### src/rtl/multicycle_ctrl.sv
// Multi-cycle RV32 control FSM: fetch handshake, opcode decode into a type code,
// then execute / memory / writeback sequencing with PC update and trap reporting.
module multicycle_ctrl #(
  parameter int MEM_TIMEOUT = 15
) (
  input  logic        clk,
  input  logic        rst_n,
  output logic        imem_req,
  input  logic        imem_ack,
  input  logic [31:0] instr_in,
  output logic [31:0] ir_out,
  output logic [3:0]  instr_type,
  output logic        instr_type_wr_en,
  output logic        dmem_req,
  output logic        dmem_we,
  input  logic        dmem_ack,
  input  logic        branch_taken,
  output logic        pc_wr_en,
  output logic        pc_sel,
  output logic        reg_wr_en,
  output logic        halted,
  output logic        trap,
  output logic [1:0]  trap_cause
);

  typedef enum logic [2:0] {FETCH, DECODE, EXEC, MEM, WB, HALT, TRAP} state_t;

  localparam int             CW       = $clog2(MEM_TIMEOUT) + 1;
  localparam logic [CW-1:0]  CNT_LAST = CW'(MEM_TIMEOUT - 1);

  localparam logic [3:0] T_NONE = 4'h0, T_R  = 4'h1, T_I   = 4'h2, T_LD = 4'h3,
                         T_JALR = 4'h4, T_SYS = 4'h5, T_ST = 4'h6, T_BR = 4'h7;

  function automatic logic [3:0] decode_op(input logic [6:0] op);
    case (op)
      7'b0110011: decode_op = T_R;
      7'b0010011: decode_op = T_I;
      7'b0000011: decode_op = T_LD;
      7'b1100111: decode_op = T_JALR;
      7'b1110011: decode_op = T_SYS;
      7'b0100011: decode_op = T_ST;
      7'b1100011: decode_op = T_BR;
      default:    decode_op = T_NONE;
    endcase
  endfunction

  state_t          state;
  logic [CW-1:0]   cnt;
  logic            pc_wr_q, pc_sel_q, br_exec;
  logic [3:0]      dec_type;

  assign dec_type = decode_op(ir_out[6:0]);

  // Branch direction and store completion are only known in their own cycle,
  // so those two cases bypass the output registers.
  assign pc_wr_en = pc_wr_q | (dmem_req & dmem_we & dmem_ack);
  assign pc_sel   = br_exec ? branch_taken : pc_sel_q;

  always_ff @(posedge clk or negedge rst_n) begin
    if (!rst_n) begin
      state            <= FETCH;
      cnt              <= '0;
      imem_req         <= 1'b0;
      ir_out           <= '0;
      instr_type       <= T_NONE;
      instr_type_wr_en <= 1'b0;
      dmem_req         <= 1'b0;
      dmem_we          <= 1'b0;
      pc_wr_q          <= 1'b0;
      pc_sel_q         <= 1'b0;
      br_exec          <= 1'b0;
      reg_wr_en        <= 1'b0;
      halted           <= 1'b0;
      trap             <= 1'b0;
      trap_cause       <= 2'b00;
    end else begin
      instr_type_wr_en <= 1'b0;
      pc_wr_q          <= 1'b0;
      pc_sel_q         <= 1'b0;
      br_exec          <= 1'b0;
      reg_wr_en        <= 1'b0;
      case (state)
        FETCH: begin
          // req low in FETCH only happens in the first cycle out of reset
          if (!imem_req) begin
            imem_req <= 1'b1;
            cnt      <= '0;
          end else if (imem_ack) begin
            ir_out           <= instr_in;
            imem_req         <= 1'b0;
            cnt              <= '0;
            instr_type_wr_en <= 1'b1;
            state            <= DECODE;
          end else if (cnt == CNT_LAST) begin
            imem_req   <= 1'b0;
            cnt        <= '0;
            trap       <= 1'b1;
            trap_cause <= 2'b10;
            state      <= TRAP;
          end else begin
            cnt <= cnt + 1'b1;
          end
        end
        DECODE: begin
          instr_type <= dec_type;
          if (dec_type == T_NONE) begin
            trap       <= 1'b1;
            trap_cause <= 2'b01;
            state      <= TRAP;
          end else begin
            state <= EXEC;
            if (dec_type == T_BR) begin
              pc_wr_q <= 1'b1;
              br_exec <= 1'b1;
            end
          end
        end
        EXEC: begin
          case (instr_type)
            T_R, T_I, T_JALR: begin
              reg_wr_en <= 1'b1;
              pc_wr_q   <= 1'b1;
              pc_sel_q  <= (instr_type == T_JALR);
              state     <= WB;
            end
            T_LD, T_ST: begin
              dmem_req <= 1'b1;
              dmem_we  <= (instr_type == T_ST);
              cnt      <= '0;
              state    <= MEM;
            end
            T_BR: begin
              imem_req <= 1'b1;
              cnt      <= '0;
              state    <= FETCH;
            end
            T_SYS: begin
              halted <= 1'b1;
              state  <= HALT;
            end
            default: begin
              trap       <= 1'b1;
              trap_cause <= 2'b01;
              state      <= TRAP;
            end
          endcase
        end
        MEM: begin
          if (dmem_ack) begin
            dmem_req <= 1'b0;
            dmem_we  <= 1'b0;
            cnt      <= '0;
            if (dmem_we) begin
              imem_req <= 1'b1;
              state    <= FETCH;
            end else begin
              reg_wr_en <= 1'b1;
              pc_wr_q   <= 1'b1;
              state     <= WB;
            end
          end else if (cnt == CNT_LAST) begin
            dmem_req   <= 1'b0;
            dmem_we    <= 1'b0;
            cnt        <= '0;
            trap       <= 1'b1;
            trap_cause <= 2'b11;
            state      <= TRAP;
          end else begin
            cnt <= cnt + 1'b1;
          end
        end
        WB: begin
          imem_req <= 1'b1;
          cnt      <= '0;
          state    <= FETCH;
        end
        default: ; // HALT and TRAP hold until reset
      endcase
    end
  end

endmodule
### config.mk
export PLATFORM = sky130hd
export DESIGN_NAME = multicycle_ctrl
export DESIGN_NICKNAME = d
export VERILOG_FILES = /design/src/rtl/multicycle_ctrl.sv
export SDC_FILE = /design/constraint.sdc
export NUM_CORES = 1
export LEC_CHECK = 0
export BUFFER_PORTS_ARGS = -buffer_cell sky130_fd_sc_hd__buf_2
export CORE_MARGIN = 1
export CORE_UTILIZATION = 38
export CTS_CLUSTER_SIZE = 12
export DETAILED_ROUTE_END_ITERATION = 8
export GPL_ROUTABILITY_DRIVEN = 0
export PLACE_DENSITY = 0.65
export SLEW_MARGIN = 20
export SYNTH_ARGS = -nofsm -noshare
export SYNTH_HDL_FRONTEND = slang
export SYNTH_SLANG_ARGS = --single-unit
export TNS_END_PERCENT = 5
### constraint.sdc
create_clock -name clk -period 1.6 [get_ports clk]
set_input_delay 0.08 -clock clk [delete_from_list [all_inputs] [get_ports clk]]
set_output_delay 0.08 -clock clk [all_outputs]
set_load 0.02 [all_outputs]
# After elaboration in Yosys (flattened, before gate mapping)
# Cells that the tools add are included.
# W data, S select, Z words.
# op_classes
n_addsub,1
n_eq_ne,33
n_mux,57
bitwise,3
n_reduce_logical,18
# op_table
op,count
$mux W1,28
$mux W5,5
$ne A2 B2 Y1 const B,12
$eq A7 B7 Y1 const B,3
$pmux W3 S7,1
$eq A4 B3 Y1 const B,5
$pmux W5 S4,1
$mux W3,6
$pmux W3 S5,1
$eq A7 B6 Y1 const B,2
$mux W2,7
$pmux W3 S4,1
$eq A4 B2 Y1 const B,2
$pmux W1 S4,2
$pmux W2 S4,1
$reduce_and A8 Y1,1
$reduce_bool A4 Y1,2
$eq A7 B2 Y1 const B,1
$eq A7 B5 Y1 const B,1
$reduce_or A7 Y1,1
$eq A3 B2 Y1 const B,2
$pmux W1 S2,3
$reduce_and A2 Y1,3
$reduce_and A3 Y1,2
other kinds (17),19
# totals
register_bits,56
inputBits,37
out_inout_bits,47
word_cells,127

# Logic depth before layout (Yosys ltp)
# logic_depth
depth_word,6
ltp_mapped,8

# Worst setup path after synthesis
# No wires, ideal clock.
# synth_timing
path_type,register -> register
startpoint,reg instr_type[1]
endpoint,reg cnt[4]
t_arrival_ps,1828
path_slack_ps,-292
stages_incl_launch_ff,8
path_buffers,2
period_less_slack_ps,1892
path_cell_list,dfrtp_1 buf_4 o21ai_2 a221o_1 buf_6 or4_1 a21oi_1 a21o_1
# synth_via
elab_chain_len,4
word_cells_on_any_way,6
classes_between,eq/ne (4); reduce/logical (2)
# synth_rtl
element,line,rtl
"start, declared",12,"output logic [3:0] instr_type,"
"start signal, assigned",105,instr_type <= dec_type;
$eq A4 B3 Y1 or $eq A4 B2 Y1 (tied branches),119,case (instr_type)
$reduce_or A3 Y1 (no source line) (*),-,
$ne A2 B2 Y1 (no source line) (*),-,
$reduce_and A2 Y1 (no source line) (*),-,
"end signal, assigned",101,cnt <= cnt + 1'b1;
"end signal, assigned",169,cnt <= cnt + 1'b1;
"end, declared",48,logic [CW-1:0] cnt;
# Mark *: on every way between the ends. The rest lies on a longest branch, timed or not.
# A chain may end at the register's enable or synchronous reset.

# Final worst setup path
# layout_timing
startpoint,reg state[1]
endpoint,reg cnt[4]
# layout_via
elab_chain_len,3
word_cells_on_any_way,8
classes_between,eq/ne (4); mux (1); reduce/logical (3)
# layout_rtl
element,line,rtl
"start, declared",47,state_t state;
"start signal, assigned",61,state <= FETCH;
"start signal, assigned",93,state <= DECODE;
"start signal, assigned",99,state <= TRAP;
"$eq A3 B2 Y1, or another cell as far along",82,case (state)
$ne A2 B2 Y1 (no source line) or $reduce_bool A4 Y1 (tied branches),-,
$reduce_and A2 Y1 (no source line),-,
# Parallel ways exist; a longest one is shown, timed or not.

==> flow_summary.ini <==
[sta]
finalCritPeriodShare = 1.074
hold_violations = 0
setup_tns_ps = -1047
worstMarginPinSlew_ps = 534.9
fmax_mhz = 582.1
slew_viol_final = 0
setup_violations = 38
holdWs_ps = 241.7
rsz0062_at_grt = yes
timing.slew.headroom = 0.6434
fin_ws_ps = -118.0
period_needed_ps = 1718
finClkSkew_ps = 10.65

[floorplanning]
num_io_pins = 84
coreArea_um2 = 6495
start_util = 0.4042
die-area_um2 = 7245
row_count = 29
die_w_um = 85.12
die_y_um = 85.12

[synth]
synth_top_family_by_area = simple AND/OR/NAND/NOR gates
synth_edf_count = 0
syn_nets = 270
syn-mean-instance-area_um2 = 11.36
muxShareOfSynthArea = 0.1459
synth-simple-area-share = 0.1482
synth_largest_area_cell = dfrtp_1
ys_types = 50
synth_compound_area_frac = 0.1211
ys.flop_type = dfrtp_1
synthArstFlopShare = 1.000
yosysTopAreaCellShare = 0.5243
synth_cells = 231
ys_seq_area_frac = 0.5243
synth_warnings = 0
yosys-top-cells-area = dfrtp_1 52%, mux2_1 14%, nand2_1 2.9%
yosys.area_share.adder = 0.009533
ys_seq_elements = 55
syn_area_um2 = 2625
synth_xor_area_frac = 0.01001

[cts]
numCtsBuffers = 5
clk_pin_slew_ps = 100
cts-root-buf = clkbuf_8
cts.sinks = 55
tritoncts = yes
clk_latency_ps = 310
htreeDepth = 2
clock_path_buffers = 2

[min_path]
min_from = imem_ack
whs_path_depth = 3
whs_endpoint = state[1]$_DFFE_PN0P_
min_path_type = in2reg

[job]
max_cap_viol_count = 0

[power]
leakagePower_nw = 1.875
irDropWorstVdd_v = 0.0009413
pwr_density_cell_nw_per_um2 = 1760

[worst_setup_path]
rr_worst_depth = 5
path_delay_family = compound AO/OA/AOI/OAI gates
max_stage_delay_ps = 460
worst-path-buf-inv = 1
cp_data_arrival_time_ps = 1970
worstReg2RegStart = state[1]$_DFFE_PN0P_
path_cells = buf_6 > a221o_1 > or4_1 > a21oi_1 > a21o_1
required_ps = 1850
cp-start-kind = flop
path_class = reg2reg
cp-end-kind = flop
rrSetupSlack_ps = -120
rr_endpoint = cnt[4]$_DFFE_PN0P_
crit_slowest_cell = or4_1
path_max_fanout = 5

[routing]
postRouteAntennaNets = 0
dr_total_vias = 2276
vias_per_cell = 4.969
drcViolationCount = 0
firstDrtPassIters = 4
drtIter0Drc = 85
wirelength_um = 6460
routedWlPerCell_um = 14.10

[grt]
grt_use_met1 = 0.2282
grt_start_max_net_pins = 34
track_usage = 0.1849
grt_pass1_vias = 2302
grt.met3_usage = 0.05837
top_usage_layer = met2
overflow = 0
antenna_found_initial = 0
grt_use_met2 = 0.3101
grt_pass1_wl_um = 10540

[final_layout]
multiInputGateArea_um2 = 1269
fin_util = 0.6114
register_area_um2 = 1381
final_area_um2 = 3971
num_antenna_cells = 0
area_growth_pct = 51.29
layout-drive-gt1-share = 0.4357
nets = 419
nFillCells = 518

[outcome]
run_status = complete, but fails checks
violations = negative setup slack

[place]
dpl_cell_area_um2 = 3366
dp_hpwl_um = 4317
dp_slack_ps = -186.2
io_buffers = 82
-- sequential cells by signal, summed over array words and instances, names as in the netlist --
| register | flops |
|---|---|
| cnt | 5 |
| dmem_req | 1 |
| halted | 1 |
| pc_sel_q | 1 |
| imem_req | 1 |
| instr_type_wr_en | 1 |
| reg_wr_en | 1 |
| state | 3 |
| pc_wr_q | 1 |
| trap | 1 |
| br_exec | 1 |
| dmem_we | 1 |
| instr_type | 3 |
| trap_cause | 2 |
| ir_out | 32 |
-- worst max path at each step --
stage	startpoint	end	slack, ps	depth (start not counted)
finish	state[1]$_DFFE_PN0P_	cnt[4]$_DFFE_PN0P_	-120	5
global route	state[0]$_DFFE_PN0P_	cnt[4]$_DFFE_PN0P_	-180	5
CTS	state[1]$_DFFE_PN0P_	cnt[4]$_DFFE_PN0P_	-120	5
detailed placement	state[0]$_DFFE_PN0P_	trap_cause[0]$_DFFE_PN0P_	-190	6
global placement	state[0]$_DFFE_PN0P_	trap_cause[0]$_DFFE_PN0P_	-130	6
floorplan	instr_type[1]$_DFFE_PN0P_	cnt[4]$_DFFE_PN0P_	-170	7
-- metrics by stage --
| stage | std cells | total power, mW |
|---|---|---|
| 2_1_floorplan | 231 | 4.409 |
| 3_3_place_gp | 414 | 5.660 |
| 3_5_place_dp | 414 | 5.733 |
| 4_1_cts | 455 | 6.802 |
| 5_1_grt | 458 | 7.444 |
| 6_report | 458 | 6.988 |
-- layer usage --
metal / vias to the layer above / wire [um]
met5: - / 0
li1: 1118 / -
met3: 12 / 411
met4: 0 / 110
met1: 1076 / 2878
met2: 70 / 3060
-- synth_stat cells (4+ instances only) --
cell type	n
clkbuf_1	6
nor3_1	6
a21oi_1	9
o21ai_1	5
nand2_1	20
o21ai_0	8
buf_2	5
nor2b_1	4
dfrtp_1	55
o2111ai_1	4
nand2b_1	6
mux2_1	33
o31ai_1	5
nor2_1	11
inv_1	5
-- timing repair --
item / 4_1_cts / 5_1_grt
hold endpoints to repair: 54 / 0
pin swaps: 1 / 9
buffers inserted: 0 / 3
gates resized for setup: 18 / 23
endpoints found under the setup margin: 46 / 50
cloned: 0 / 0
hold buffers: 33 / 0
-- area by class of cell --
| type | instances | area share |
|---|---|---|
| inverter | 5 | 0.004726 |
| clock inverter | 2 | 0.004096 |
| tap | 77 | 0.02426 |
| clock buffer | 6 | 0.02079 |
| timing repair buffer | 157 | 0.2788 |
| multi-input combinational | 156 | 0.3195 |
| sequential | 55 | 0.3478 |
-- cells in the final DEF (no fill, tap or decap), types with 3 or more instances in the layout --
cell            n
nor3_1          6
nand2_1        18
buf_2          82
a21oi_1         8
o21ai_1         8
nand2b_1        6
buf_4          33
buf_6           7
nor2b_1         4
dlygate4sd3_1  33
mux2_4          5
inv_1           5
mux2_1         28
o31ai_1         4
dfrtp_2         4
dfrtp_1        51
nor2_1          9
o21ai_0         4
clkbuf_8        6
a21o_1          3
-- tightest hold or removal path, stage by stage --
cell    delay (ps)
buf_2          130
nor2_1         120
o32a_1         170
-- kinds of logic after synthesis --
| family | after synthesis |
|---|---|
| simple gates | 68 |
| flops | 55 |
| compound gates | 48 |
| mux | 34 |
| buf+inv | 20 |
| xor+xnor | 3 |
| fa+ha+maj | 2 |
| other cells | 1 |
-- where the power goes --
| group | internal (mW) | switching [mW] | total (mW) |
|---|---|---|---|
| logic | 1.80 | 2.06 | 3.86 |
| clock network | 0.354 | 0.459 | 0.813 |
| registers | 1.96 | 0.354 | 2.31 |
| total | 4.11 | 2.87 | 6.99 |
(Power assumes the default switching activity.)
